[src/rtl/lcd_nibble_writer_pkg.sv]
// Shared definitions for the 4-bit character LCD writer.
// State codes, default delays and register-select encodings.
package lcd_nibble_writer_pkg;

  localparam logic [3:0] ST_IDLE     = 4'd0;
  localparam logic [3:0] ST_HI_SETUP = 4'd1;
  localparam logic [3:0] ST_HI_PULSE = 4'd2;
  localparam logic [3:0] ST_HI_HOLD  = 4'd3;
  localparam logic [3:0] ST_GAP      = 4'd4;
  localparam logic [3:0] ST_LO_SETUP = 4'd5;
  localparam logic [3:0] ST_LO_PULSE = 4'd6;
  localparam logic [3:0] ST_LO_HOLD  = 4'd7;
  localparam logic [3:0] ST_WAIT     = 4'd8;

  localparam int LCD_SETUP = 2;
  localparam int LCD_PULSE = 12;
  localparam int LCD_HOLD  = 1;
  localparam int LCD_GAP   = 50;
  localparam int LCD_WAIT  = 2000;

  localparam logic LCD_CMD  = 1'b0;
  localparam logic LCD_DATA = 1'b1;

  function automatic logic is_hi(input logic [3:0] s);
    return (s == ST_HI_SETUP) || (s == ST_HI_PULSE) ||
           (s == ST_HI_HOLD);
  endfunction

  function automatic logic is_lo(input logic [3:0] s);
    return (s == ST_LO_SETUP) || (s == ST_LO_PULSE) ||
           (s == ST_LO_HOLD);
  endfunction

  function automatic logic is_pulse(input logic [3:0] s);
    return (s == ST_HI_PULSE) || (s == ST_LO_PULSE);
  endfunction

endpackage

[src/rtl/lcd_nibble_writer_delay.sv]
// Loadable down-counter used to time every LCD phase.
// Saturates at zero; oZero flags the last cycle of a phase.
module lcd_delay_counter #(
  parameter int CNT_W = 16
) (
  input  logic             Clock,
  input  logic             Reset,
  input  logic             iLoad,
  input  logic [CNT_W-1:0] iValue,
  output logic             oZero
);

  logic [CNT_W-1:0] cnt_q;
  logic [CNT_W-1:0] cnt_d;

  // load on phase entry, otherwise count down to zero
  always_comb begin
    cnt_d = cnt_q;
    if (iLoad) begin
      cnt_d = iValue;
    end else if (cnt_q != '0) begin
      cnt_d = cnt_q - CNT_W'(1);
    end
  end

  // counter register
  always_ff @(posedge Clock or posedge Reset) begin
    if (Reset) begin
      cnt_q <= '0;
    end else begin
      cnt_q <= cnt_d;
    end
  end

  assign oZero = (cnt_q == '0);

endmodule

[src/rtl/lcd_nibble_writer.sv]
// Byte-to-nibble writer for an HD44780-style LCD in 4-bit mode.
// High nibble first; all strobe timing is cycle-counted.
module lcd_nibble_writer
  import lcd_nibble_writer_pkg::*;
#(
  parameter int SETUP_CYCLES = LCD_SETUP,
  parameter int PULSE_CYCLES = LCD_PULSE,
  parameter int HOLD_CYCLES  = LCD_HOLD,
  parameter int GAP_CYCLES   = LCD_GAP,
  parameter int WAIT_CYCLES  = LCD_WAIT,
  parameter int CNT_W        = 16
) (
  input  logic       Clock,
  input  logic       Reset,
  input  logic [7:0] iData,
  input  logic       iRS,
  input  logic       iValid,
  output logic       oReady,
  output logic       oLCD_E,
  output logic       oLCD_RS,
  output logic       oLCD_RW,
  output logic [3:0] oLCD_Data
);

  localparam logic [CNT_W-1:0] LD_SETUP = CNT_W'(SETUP_CYCLES - 1);
  localparam logic [CNT_W-1:0] LD_PULSE = CNT_W'(PULSE_CYCLES - 1);
  localparam logic [CNT_W-1:0] LD_HOLD  = CNT_W'(HOLD_CYCLES - 1);
  localparam logic [CNT_W-1:0] LD_GAP   = CNT_W'(GAP_CYCLES - 1);
  localparam logic [CNT_W-1:0] LD_WAIT  = CNT_W'(WAIT_CYCLES - 1);

  logic [3:0]       state_q, state_d;
  logic [7:0]       byte_q, byte_d;
  logic             rsl_q, rsl_d;
  logic             ready_q, ready_d;
  logic             e_q, e_d;
  logic             rs_q, rs_d;
  logic [3:0]       data_q, data_d;
  logic             load;
  logic [CNT_W-1:0] load_val;
  logic             zero;

  lcd_delay_counter #(
    .CNT_W(CNT_W)
  ) u_delay (
    .Clock (Clock),
    .Reset (Reset),
    .iLoad (load),
    .iValue(load_val),
    .oZero (zero)
  );

  // next state: each timed phase ends when the counter hits zero
  always_comb begin
    state_d  = state_q;
    byte_d   = byte_q;
    rsl_d    = rsl_q;
    load     = 1'b0;
    load_val = '0;
    case (state_q)
      ST_IDLE: if (iValid) begin
        state_d  = ST_HI_SETUP;
        byte_d   = iData;
        rsl_d    = iRS;
        load     = 1'b1;
        load_val = LD_SETUP;
      end
      ST_HI_SETUP: if (zero) begin
        state_d  = ST_HI_PULSE;
        load     = 1'b1;
        load_val = LD_PULSE;
      end
      ST_HI_PULSE: if (zero) begin
        state_d  = ST_HI_HOLD;
        load     = 1'b1;
        load_val = LD_HOLD;
      end
      ST_HI_HOLD: if (zero) begin
        state_d  = ST_GAP;
        load     = 1'b1;
        load_val = LD_GAP;
      end
      ST_GAP: if (zero) begin
        state_d  = ST_LO_SETUP;
        load     = 1'b1;
        load_val = LD_SETUP;
      end
      ST_LO_SETUP: if (zero) begin
        state_d  = ST_LO_PULSE;
        load     = 1'b1;
        load_val = LD_PULSE;
      end
      ST_LO_PULSE: if (zero) begin
        state_d  = ST_LO_HOLD;
        load     = 1'b1;
        load_val = LD_HOLD;
      end
      ST_LO_HOLD: if (zero) begin
        state_d  = ST_WAIT;
        load     = 1'b1;
        load_val = LD_WAIT;
      end
      ST_WAIT: if (zero) begin
        state_d = ST_IDLE;
      end
      default: state_d = ST_IDLE;
    endcase
  end

  // outputs decoded from the next state so they register cleanly
  always_comb begin
    ready_d = (state_d == ST_IDLE);
    e_d     = is_pulse(state_d);
    data_d  = data_q;
    rs_d    = rs_q;
    if (is_hi(state_d)) begin
      data_d = byte_d[7:4];
      rs_d   = rsl_d;
    end else if (is_lo(state_d)) begin
      data_d = byte_d[3:0];
      rs_d   = rsl_d;
    end
  end

  // state, latched byte and output registers
  always_ff @(posedge Clock or posedge Reset) begin
    if (Reset) begin
      state_q <= ST_IDLE;
      byte_q  <= 8'h00;
      rsl_q   <= LCD_CMD;
      ready_q <= 1'b1;
      e_q     <= 1'b0;
      rs_q    <= LCD_CMD;
      data_q  <= 4'h0;
    end else begin
      state_q <= state_d;
      byte_q  <= byte_d;
      rsl_q   <= rsl_d;
      ready_q <= ready_d;
      e_q     <= e_d;
      rs_q    <= rs_d;
      data_q  <= data_d;
    end
  end

  assign oReady    = ready_q;
  assign oLCD_E    = e_q;
  assign oLCD_RS   = rs_q;
  assign oLCD_RW   = 1'b0;
  assign oLCD_Data = data_q;

endmodule

[config.mk]
export PLATFORM = sky130hd
export DESIGN_NAME = lcd_nibble_writer
export DESIGN_NICKNAME = d
export VERILOG_FILES = /design/src/rtl/lcd_nibble_writer_pkg.sv /design/src/rtl/lcd_nibble_writer_delay.sv /design/src/rtl/lcd_nibble_writer.sv
export SDC_FILE = /design/constraint.sdc
export NUM_CORES = 1
export LEC_CHECK = 0
export BUFFER_PORTS_ARGS = -buffer_cell sky130_fd_sc_hd__buf_2
export CORE_MARGIN = 8
export CORE_UTILIZATION = 58
export DETAILED_ROUTE_END_ITERATION = 8
export MAX_ROUTING_LAYER = met4
export PLACE_DENSITY_LB_ADDON = 0.25
export SLEW_MARGIN = 40
export SYNTH_ARGS = -nofsm -noshare
export SYNTH_HDL_FRONTEND = slang
export SYNTH_HIERARCHICAL = 1
export SYNTH_SLANG_ARGS = --single-unit
[constraint.sdc]
create_clock -name Clock -period 2.9 [get_ports Clock]
set_input_delay 0.58 -clock Clock [delete_from_list [all_inputs] [get_ports Clock]]
set_output_delay 0.58 -clock Clock [all_outputs]
set_load 0.02 [all_outputs]
==> summary.txt <==
Outcome -> completed
Layout cell share with drive strength beyond 1 -> 0.227
Worst r2r path cells -> 8
Skew final -> 11.9 ps
Dominant cell type by area after synthesis -> dfrtp_1
Boundary pin count -> 20
Die height -> 75.7 um
CP arrival -> 2910 ps
CTS buffer count -> 5
Area of placed instances -> 2180 um^2
Post-CTS Hold Buffers -> 0
Vias in the first global route -> 1602
Top-area cell type share of the netlist area -> 0.424
Rows -> 21
Tcrit/Tclk final -> 0.922
MaxCap Viol Count -> 0
CTS sink cnt -> 36
Routability congestion estimate from global placement -> 0.825
Worst vdd ir -> 0.373 mV
GR Util met1 -> 0.202
I/O Buffers -> 18
Synthesized instance count -> 202
Gr busiest metal -> met2
Netlist cell types -> 54
Critical-path maximum fanout -> 14
Flop-to-flop setup slack -> 230 ps
Relative slew slack -> 0.576
Endpoint class of the critical path -> flip-flop
Fin area -> 2250 um^2
Max Clk Rate -> 0.374 GHz
Initial antenna violation count -> 0
Final slew viol count -> 0
Power share of the combinational group -> 0.307
Seq/Total Area, Yosys -> 0.436
Worst-margin pin slew -> 636 ps
EDFF count, synth -> 0
Overall routed net length -> 4210 um
Die width -> 75.7 um
Commonest cells post-synth -> 35 x dfrtp_1, 32 x nand2_1, 10 x nor2_1, 10 x xnor2_1, 9 x a21oi_1
CP Class -> flip-flop to flip-flop
CTS tree -> yes
Top post-synthesis cells by area -> dfrtp_1 42%, nand2_1 5.8%, xnor2_1 4.2%
Total global routing overflow -> 0
Final #Nets -> 237
Starting Density -> 0.610
Fillers -> 270
CTS root buf -> clkbuf_4
Critical Path RT -> 3130 ps
Pleak -> 1.01 nW
Max clock buf depth -> 2
P_sw -> 0.577 mW
Via Count -> 1577
Diodes inserted -> 0
Layout area overhead -> 8.84%
Post-route ant nets -> 0
Final setup viols -> 0
DP Wirelength -> 3190 um
Cell with the most instances after synthesis -> dfrtp_1
Power Internal -> 0.974 mW
Mapped cell area -> 2070 um^2
Power Density -> 689 nW/um^2
Net Sw Frac -> 0.372
Hold Vio Cnt, Final -> 0
Core Box Area -> 3390 um^2
DR pass1 iterations -> 4
CTS H-tree depth -> 2
First-pass GRT wire length -> 7500 um
Async S/R FF share, synth -> 1.00
Post-CTS resize count -> 0
R2R Path Start -> u_delay/cnt_q[0]
Worst-Skew Late Latency -> 350 ps
Clk pwr share -> 0.180
Fin util -> 0.664
Yosys reg bits -> 36
# DRC -> 0
Largest net degree at the start of global routing -> 21
Vias/cell -> 5.82
Final Critical Period -> 2670 ps
GR met2 Demand/Resource -> 0.295
GR Layer Usage met3 -> 0.0461
Worst min-delay path class -> primary input to asynchronous set/reset pin
Syn Area/Cell -> 10.2 um^2
Die area -> 5730 um^2
Postcts setup bufs -> 0
Clock transition at the registers of the reported paths -> 130 ps
Initial DRC count -> 132
Routed WL per cell -> 15.5 um
Critical register-to-register path endpoint -> oLCD_RS
GRT Overall Usage -> 0.176
Startpoint class of the critical path -> flip-flop
Post-synth top flop -> dfrtp_1
Seq pwr share -> 0.513
Synth warnings -> 6
per-layer routing:
metal	part of all wire	vias up
met1	0.44	788
met2	0.52	30
li1	-	755
met4	0.0064	0
met5	0	-
met3	0.032	4
sequential cells by signal (all words and copies together) (netlist names):
| name | count |
|---|---|
| byte_q | 8 |
| oLCD_Data | 4 |
| oLCD_E | 1 |
| oLCD_RS | 1 |
| oReady | 1 |
| rsl_q | 1 |
| state_q | 4 |
| u_delay/cnt_q | 16 |
cells by family after synthesis:
logic type / count (synthesis) / synth area share
other: 1 / 0.00181
buffers and inverters: 19 / 0.0521
multiplexers: 10 / 0.0545
AND/OR/NAND/NOR: 73 / 0.229
XOR/XNOR: 12 / 0.0508
AO/OA/AOI/OAI: 50 / 0.169
flip-flops: 36 / 0.436
adder cells (fa/ha/maj): 1 / 0.00605
worst max-delay path, cell delays in order (launching register included):
cell      delay (ps)
dfrtp_1          410
inv_1            110
ha_1             240
nor3b_4          330
nand4b_4         200
nor2_4           310
and3_1           280
a211o_1          320
mux2_1           360
per-stage QoR:
stage | power (mW) | TNS [ps] | std cells | hold WS, ps | worst slack, ps
global route | 1.67 | -1.53 | 271 | 222 | -1.53
finish | 1.55 | 0 | 271 | 214 | 226
detailed placement | 1.27 | 0 | 263 | 475 | 91.9
floorplan | 1.15 | 0 | 207 | 458 | 230
CTS | 1.55 | 0 | 271 | 313 | 69.4
global placement | 1.24 | 0 | 263 | 466 | 327
area by class of cell:
class,instances,area (um^2),share of cell area
multi-input combinational,152,1080,0.481
sequential,36,902,0.401
timing repair buffer,22,120,0.0534
tap,46,57.6,0.0256
clock buffer,5,37.5,0.0167
inverter,7,26.3,0.0117
clock inverter,3,23.8,0.0106
power by group through the flow:
stage,sequential [mW],clock (mW),combinational [mW]
6_report,0.795,0.280,0.476
5_1_grt,0.812,0.315,0.539
4_1_cts,0.790,0.289,0.476
3_5_place_dp,0.799,0,0.474
3_3_place_gp,0.791,0,0.452
2_1_floorplan,0.788,0,0.358
cell usage in the layout, fill, tap and decap left out, types with 3 or more instances in the layout:
cell type,synthesis,layout
mux2_1,6,6
a211oi_1,5,5
inv_1,7,5
a21boi_0,4,4
conb_1,1,6
o31ai_1,4,4
a21oi_1,9,9
buf_2,2,18
xnor2_1,10,10
clkbuf_4,0,5
nor2_1,10,10
nor3_2,3,3
nand2b_1,3,3
o21ai_1,8,8
mux2i_1,3,3
dfrtp_1,35,35
buf_4,2,4
nand2_1,32,32
a21o_1,5,5
nor3_1,3,3
a31o_1,4,4
worst max-delay path by stage:
stage / cells past startpoint / start / slack (ps) / end
floorplan: 12 / u_delay/cnt_q[0] / 230 / u_delay/cnt_q[14]
global placement: 8 / u_delay/cnt_q[0] / 330 / oLCD_RS
detailed placement: 10 / u_delay/cnt_q[0] / 90 / u_delay/cnt_q[14]
CTS: 10 / u_delay/cnt_q[0] / 70 / u_delay/cnt_q[14]
global route: 9 / u_delay/cnt_q[0] / -2 / u_delay/cnt_q[9]
finish: 8 / u_delay/cnt_q[0] / 230 / oLCD_RS
(Power assumes the default switching activity.)
